File: src/rtl/cpu_clk_ctrl.sv
`default_nettype none
// +------------------------------------------------------------------------+
// | Module   : cpu_clk_ctrl                                                |
// | Purpose  : Run/step/halt controller for the single-cycle MIPS demo     |
// |            core. Produces a one-cycle clock-enable pulse (cpu_en) on   |
// |            the board clock instead of a divided clock: periodically   |
// |            in RUN, once per debounced button press in STOP, and never  |
// |            once the core reports halt.                                 |
// | Revision : 1.0  initial release                                        |
// +------------------------------------------------------------------------+
// | Ports                                                                  |
// |   clk          board clock, the only clock                             |
// |   rst          synchronous active-high reset                           |
// |   run_sw       run-mode switch (asynchronous), 1 = free-run            |
// |   step_btn     single-step push button (asynchronous, bouncy)          |
// |   halt         halt level from the CPU, synchronous to clk             |
// |   clr_halt     level request to leave HALT, synchronous to clk         |
// |   cpu_en       registered one-cycle CPU advance enable                 |
// |   state        FSM state: STOP=00 RUN=01 STEP=10 HALT=11               |
// |   halted       1 while state is HALT                                   |
// |   cycle_count  number of cpu_en pulses issued (wraps modulo 2^32)      |
// +------------------------------------------------------------------------+
module cpu_clk_ctrl #(
  parameter int DIV_COUNT       = 2500000,
  parameter int DEBOUNCE_CYCLES = 500000
) (
  input  logic        clk,
  input  logic        rst,
  input  logic        run_sw,
  input  logic        step_btn,
  input  logic        halt,
  input  logic        clr_halt,
  output logic        cpu_en,
  output logic [1:0]  state,
  output logic        halted,
  output logic [31:0] cycle_count
);

  // Counter widths. The debounce width uses DEBOUNCE_CYCLES+1 so that a
  // value of 1 still yields a one-bit counter.
  localparam int TICK_W = $clog2(DIV_COUNT);
  localparam int DB_W   = $clog2(DEBOUNCE_CYCLES + 1);

  localparam logic [TICK_W-1:0] TICK_LAST = TICK_W'(DIV_COUNT - 1);
  localparam logic [TICK_W-1:0] TICK_ONE  = TICK_W'(1);
  localparam logic [DB_W-1:0]   DB_LAST   = DB_W'(DEBOUNCE_CYCLES - 1);
  localparam logic [DB_W-1:0]   DB_ONE    = DB_W'(1);

  typedef enum logic [1:0] {
    ST_STOP = 2'b00,
    ST_RUN  = 2'b01,
    ST_STEP = 2'b10,
    ST_HALT = 2'b11
  } state_t;

  // ------------------------------------------------------------------
  // Registers
  // ------------------------------------------------------------------
  logic              run_meta_q, run_meta_d;
  logic              run_s_q,    run_s_d;
  logic              btn_meta_q, btn_meta_d;
  logic              btn_s_q,    btn_s_d;
  logic [DB_W-1:0]   db_cnt_q,   db_cnt_d;
  logic              btn_db_q,   btn_db_d;
  logic              btn_db_dly_q, btn_db_dly_d;
  logic [TICK_W-1:0] tick_q,     tick_d;
  state_t            state_q,    state_d;
  logic              cpu_en_q,   cpu_en_d;
  logic [31:0]       cycle_count_q, cycle_count_d;

  logic              step_pulse;
  logic              run_fire;

  // ------------------------------------------------------------------
  // Synchronizers: two flops per asynchronous input.
  // ------------------------------------------------------------------
  always_comb begin
    run_meta_d = run_sw;
    run_s_d    = run_meta_q;
    btn_meta_d = step_btn;
    btn_s_d    = btn_meta_q;
  end

  // ------------------------------------------------------------------
  // Debounce. The counter runs only while the synchronized button
  // disagrees with the accepted level; any agreement restarts it, so a
  // new level must persist for DEBOUNCE_CYCLES consecutive cycles.
  // ------------------------------------------------------------------
  always_comb begin
    db_cnt_d     = '0;
    btn_db_d     = btn_db_q;
    btn_db_dly_d = btn_db_q;
    if (btn_s_q != btn_db_q) begin
      if (db_cnt_q == DB_LAST) begin
        btn_db_d = btn_s_q;
      end else begin
        db_cnt_d = db_cnt_q + DB_ONE;
      end
    end
  end

  // Rising edge of the accepted level, one cycle after btn_db changes.
  assign step_pulse = btn_db_q & ~btn_db_dly_q;

  // ------------------------------------------------------------------
  // FSM next state. halt wins over every other input in every state.
  // ------------------------------------------------------------------
  always_comb begin
    state_d = state_q;
    case (state_q)
      ST_STOP: begin
        if (halt) begin
          state_d = ST_HALT;
        end else if (run_s_q) begin
          state_d = ST_RUN;
        end else if (step_pulse) begin
          state_d = ST_STEP;
        end
      end
      ST_RUN: begin
        if (halt) begin
          state_d = ST_HALT;
        end else if (!run_s_q) begin
          state_d = ST_STOP;
        end
      end
      ST_STEP: begin
        state_d = halt ? ST_HALT : ST_STOP;
      end
      ST_HALT: begin
        if (clr_halt && !halt) begin
          state_d = ST_STOP;
        end
      end
      default: begin
        state_d = ST_STOP;
      end
    endcase
  end

  // ------------------------------------------------------------------
  // Tick divider. Counts only while staying in RUN, so it reads 0 in
  // every other state and in the first RUN cycle.
  // ------------------------------------------------------------------
  always_comb begin
    tick_d = '0;
    if (state_q == ST_RUN && state_d == ST_RUN) begin
      tick_d = (tick_q == TICK_LAST) ? '0 : tick_q + TICK_ONE;
    end
  end

  // Terminal tick in RUN fires only if the core is not halting and the
  // switch is still on; a falling run_s on the terminal tick suppresses it.
  assign run_fire = (state_q == ST_RUN) && (tick_q == TICK_LAST) &&
                    !halt && run_s_q;

  always_comb begin
    cpu_en_d      = run_fire || (state_q == ST_STOP && state_d == ST_STEP);
    cycle_count_d = cycle_count_q + {31'd0, cpu_en_q};
  end

  // ------------------------------------------------------------------
  // State registers
  // ------------------------------------------------------------------
  always_ff @(posedge clk) begin
    if (rst) begin
      run_meta_q    <= 1'b0;
      run_s_q       <= 1'b0;
      btn_meta_q    <= 1'b0;
      btn_s_q       <= 1'b0;
      db_cnt_q      <= '0;
      btn_db_q      <= 1'b0;
      btn_db_dly_q  <= 1'b0;
      tick_q        <= '0;
      state_q       <= ST_STOP;
      cpu_en_q      <= 1'b0;
      cycle_count_q <= 32'd0;
    end else begin
      run_meta_q    <= run_meta_d;
      run_s_q       <= run_s_d;
      btn_meta_q    <= btn_meta_d;
      btn_s_q       <= btn_s_d;
      db_cnt_q      <= db_cnt_d;
      btn_db_q      <= btn_db_d;
      btn_db_dly_q  <= btn_db_dly_d;
      tick_q        <= tick_d;
      state_q       <= state_d;
      cpu_en_q      <= cpu_en_d;
      cycle_count_q <= cycle_count_d;
    end
  end

  // ------------------------------------------------------------------
  // Outputs
  // ------------------------------------------------------------------
  assign cpu_en      = cpu_en_q;
  assign state       = state_q;
  assign halted      = (state_q == ST_HALT);
  assign cycle_count = cycle_count_q;

endmodule
`default_nettype wire

File: config.mk
export PLATFORM = sky130hd
export DESIGN_NAME = cpu_clk_ctrl
export DESIGN_NICKNAME = d
export VERILOG_FILES = /design/src/rtl/cpu_clk_ctrl.sv
export SDC_FILE = /design/constraint.sdc
export NUM_CORES = 1
export LEC_CHECK = 0
export BUFFER_PORTS_ARGS = -buffer_cell sky130_fd_sc_hd__buf_4
export CAP_MARGIN = 10
export CELL_PAD_IN_SITES_DETAIL_PLACEMENT = 1
export CELL_PAD_IN_SITES_GLOBAL_PLACEMENT = 1
export CORE_MARGIN = 5
export CORE_UTILIZATION = 30
export CTS_BUF_LIST = sky130_fd_sc_hd__clkbuf_8
export CTS_CLUSTER_DIAMETER = 50
export DETAILED_ROUTE_END_ITERATION = 10
export GPL_TIMING_DRIVEN = 0
export PLACE_DENSITY = 0.69
export SYNTH_ARGS = -nofsm -noshare
export SYNTH_HDL_FRONTEND = slang
export SYNTH_SLANG_ARGS = --single-unit
File: constraint.sdc
create_clock -name clk -period 2 [get_ports clk]
set_input_delay 0.5 -clock clk [delete_from_list [all_inputs] [get_ports clk]]
set_output_delay 0.5 -clock clk [all_outputs]
set_load 0.005 [all_outputs]
* Yosys cells after proc, flatten, opt, wreduce, memory -nomap -nowiden
Cells that the tools add are included.
** Storage, ports and cells
- Output and inout port bits :: 36
- Word-level logic and storage cells :: 46
- Bits in registers :: 82
** Operators by class
- Add/sub/neg operators :: 3
- Multiplexer cells :: 8
- Bitwise operators :: 4
- Reductions and logical operators :: 12
- Equality and inequality tests :: 8
** Operators by type and width (number)
- $add A32 B1 Y32 :: 1
- $add A22 B1 Y22 const B :: 1
- $eq A22 B22 Y1 const B :: 1
- $add A19 B1 Y19 const B :: 1
- $eq A19 B19 Y1 const B :: 1
- $mux W2 :: 7
- $pmux W2 S4 :: 1
- $eq A2 B2 Y1 const B :: 3
- $logic_and A1 B1 Y1 :: 6
- $reduce_or A3 Y1 :: 2
- $eq A2 B1 Y1 const B :: 2
- $not A1 Y1 :: 3
- $logic_not A2 Y1 :: 1
- $reduce_and A2 Y1 :: 1
- $and A1 B1 Y1 :: 1
- $logic_not A1 Y1 :: 1
- $logic_or A1 B1 Y1 :: 1
- $ne A1 B1 Y1 :: 1

* Longest topological paths before layout
- Word-level depth :: 10
- Mapped depth :: 7
- Depth with buffers taken out :: 6

* Worst setup path before layout
Ideal clock, no wire load.
- Path kind :: reg2reg
- Start point :: register cpu_en_q, in the netlist cpu_en
- End point :: register cycle_count_q[28], in the netlist cycle_count[28]
- Required time :: 1930 ps
- Arrival :: 1951 ps
- Stages on the path, launching flop included :: 7
- Period minus slack after synthesis :: 2021 ps
- Setup slack :: -21 ps
- Path through :: dfxtp_1 -> ha_1 -> ha_1 -> nand4_1 -> or4b_4 -> or4_1 -> a21oi_1
** On the way
- Longest elaborated chain between the ends :: 1
** Ends and longest elaborated chain
- start, declared :: line 68 : logic cpu_en_q, cpu_en_d;
- start signal, assigned :: line 188 : cpu_en_q <= cpu_en_d;
- $add A32 B1 Y32 :: line 159 : cycle_count_d = cycle_count_q + {31'd0, cpu_en_q};
- end signal, assigned :: line 189 : cycle_count_q <= cycle_count_d;
- end, declared :: line 69 : logic [31:0] cycle_count_q, cycle_count_d;
Every way passes these cells.
A chain may end at the register's enable or synchronous reset.

* Worst setup path after layout
- Start point :: register cpu_en_q, in the netlist cpu_en
- End point :: register cycle_count_q[30], in the netlist cycle_count[30]
Same word-level chain as after synthesis.

==> summary.txt <==
Timing
  – Hold Vio Cnt, Final: 0
  – Max Slew Vio Count: 0
  – # setup viols final: 4
  – Rel. slew slack: around 64%
  – RSZ-0062 raised after global routing: yes
  – PnR worst setup slack: -0.0518 ns
  – Minimum clock period: about 2.1 ns
  – Skew final: roughly 0.012 ns
  – Tightest Pin Transition: around 0.54 ns
  – Period utilisation layout: 103%
  – Peak Freq: a little under 0.5 GHz

Placement
  – Post-DP Area: 0.00414 sq mm
  – DP Worst Slack: -0.188 ns
  – Dpl cells: 607
  – IO Port Bufs: 40
  – GPL Wtd Cong: between 0.7 and 0.8
  – Post-DP HPWL: approximately 6.8 mm

Clocking
  – Reg clk slew, reported paths: roughly 0.090 ns
  – CTS HTree Levels: 3
  – Num CTS Buffers: 9
  – Worst-Skew Late Latency: around 0.37 ns
  – Post-CTS Hold Fix Bufs: 0
  – CTS tree: done
  – CTS root buffer: clkbuf_8
  – CTS Sinks: 82
  – Max Buffers Root-to-Sink: 2

Final layout
  – Final Cell Area: approximately 0.0046 sq mm
  – Fin util: a little under two fifths
  – # diodes: 0
  – FILL cells: between 1000 and 1500
  – Share of cells above drive strength 1: between 20% and 30%
  – Final Non-Filler Cells: 640
  – Layout Area Growth over Synthesis: 25.5%
  – Nets: around 500

Route
  – DRT antenna net count: 0
  – WL per Instance: 15.0 um
  – DRT Pass-1 Iters: 4
  – WL final: 9.58 mm
  – DRC errors left: 0
  – Via/cell ratio: 5.26
  – Iter 0 DRT Violations: 160
  – DR vias: 3365

Pwr
  – Leakage Power: between 1.5 and 2 nW
  – Power, Total: just under 3 mW
  – Pwr dens: between 600 and 700 mW/mm^2
  – Worst vdd ir: ~0.32 mV

Hold path
  – Worst hold path class: in2reg
  – Hold Crit Depth: 2

Global route
  – Gr usage total: between 10% and 20%
  – Initial antenna violation count: 0
  – Grt ovf: 0
  – First-pass GRT wire length: around 16 mm
  – Number of global-route vias before repair: 3351
  – Largest net degree at the start of global routing: 15

Die
  – Area of the core: ~0.012 sq mm
  – Die height: about 120 um
  – Top Ports: between 40 and 50
  – Die area: 0.0145 sq mm
  – Initial Util: between 30% and 40%
  – Die W: 120 um
  – Row Count: 40

Run status
  – Status: complete, but fails checks
  – Failing checks: setup timing

Logic synthesis
  – Main area contributors after synthesis: dfxtp_1 (45%), xor2_1 (5.5%), a21oi_1 (4.9%)
  – #FFs+latches synth: 82
  – Yosys top cell by area: dfxtp_1
  – Share of flip-flops with an asynchronous set or reset: 0%
  – Cell with the most instances after synthesis: dfxtp_1
  – Yosys top cell area share: between 40 and 50%
  – Ys flop type: dfxtp_1
  – Yosys cell types: 33
  – Synth warn: 0
  – Mapped Area: ~0.0036 sq mm
  – Register area share after synthesis: ~45%
  – Syn avg cell area: about 8.7 sq um
  – Synth cell count leaders: dfxtp_1 (82), nor2_1 (41), a21oi_1 (36)
  – Syn nets: 430
  – Cells after synthesis: 420
  – Post-synth EDFFs: 0

Setup path
  – Worst setup path category: reg2reg
  – Critical path capture point type: flop
  – Critical path arrival: between 2 and 2.5 ns
  – Max FO, Critical Path: 5
  – Startpoint types: flop
  – R2R cell count: 6
  – Req. time, crit path: between 2 and 2.5 ns

Run
  – Maxcap violations: 0
-- critical path: stages (launching register included) --
cell,delay [ns]
dfxtp_2,0.36
ha_4,0.17
ha_4,0.14
nand4_1,0.13
or4b_4,0.60
or4_4,0.44
a21oi_2,0.15
-- report_power, final --
part           internal (mW)  switching (mW)
clock network          0.610           0.637
registers               1.64         0.00585
logic                 0.0178          0.0285
total                   2.27           0.672
-- layer usage --
layer	global-route usage [%]	up-vias	part of all wire, %	routed length, um
met4	4.11	0	1.2	116
met5	0	-	0	0
li1	-	1670	-	-
met3	3.88	12	2.8	267
met2	22.7	31	50	4810
met1	16.3	1652	46	4390
-- through the flow --
stage,setup TNS [ns],hold slack [ns]
after floorplan,0,0.414
after global placement,-3.11,0.421
after detailed placement,-3.65,0.426
after CTS,0,0.295
after global routing,-0.381,0.295
final,-0.120,0.319
-- sequential cells by signal, summed over array words and instances, names as in the netlist, 2 cells and up --
signal / cells
cycle_count: 32
db_cnt_q: 19
state: 2
tick_q: 22
-- layout by cell type (no fill, tap or decap), drive strengths merged, types with 4 or more instances in the layout --
master   n
nor2    41
dfxtp   82
xor2    23
nor4b    4
o31ai   16
or3     19
nor2b    9
buf     66
inv     10
and3    10
ha       4
a21oi   36
o21ai   18
and4    10
nand4   22
nand3   25
or4     16
nand2   27
clkbuf  19
nor4     4
xnor2   11
-- cell type report --
type | instances | area [sq um] | area share [%]
plain buffers | 17 | 77.6 | 1.69
clock inverters | 5 | 62.6 | 1.37
repair buffers | 58 | 435 | 9.51
well taps | 147 | 184 | 4.02
inverters | 9 | 33.8 | 0.738
clock buffers | 10 | 138 | 3.00
multi-input cells | 312 | 2000 | 43.6
flip-flops and latches | 82 | 1650 | 36.1
-- path summary, 6_finish.rpt --
kind             start              end  slack, ns
max             cpu_en  cycle_count[30]      -0.05
min               halt           cpu_en       0.32
max reg2reg     cpu_en  cycle_count[30]      -0.05
min reg2reg  tick_q[0]        tick_q[0]       0.44
-- repair_timing --
action                                  CTS  global route
pin swaps                                 4             7
buffers inserted                          7            11
gates resized for setup                  13            17
endpoints found under the setup margin   38            42
-- kinds of logic after synthesis --
kind of cell | after synthesis | synth area share, %
multiplexers | 2 | 0.617
AO/OA/AOI/OAI | 72 | 11.1
AND/OR/NAND/NOR | 200 | 30.8
flip-flops | 82 | 45.0
XOR/XNOR | 34 | 8.16
adder cells (fa/ha/maj) | 4 | 1.37
buffers and inverters | 26 | 2.91
Note: power is estimated with default switching activity, not from simulation.
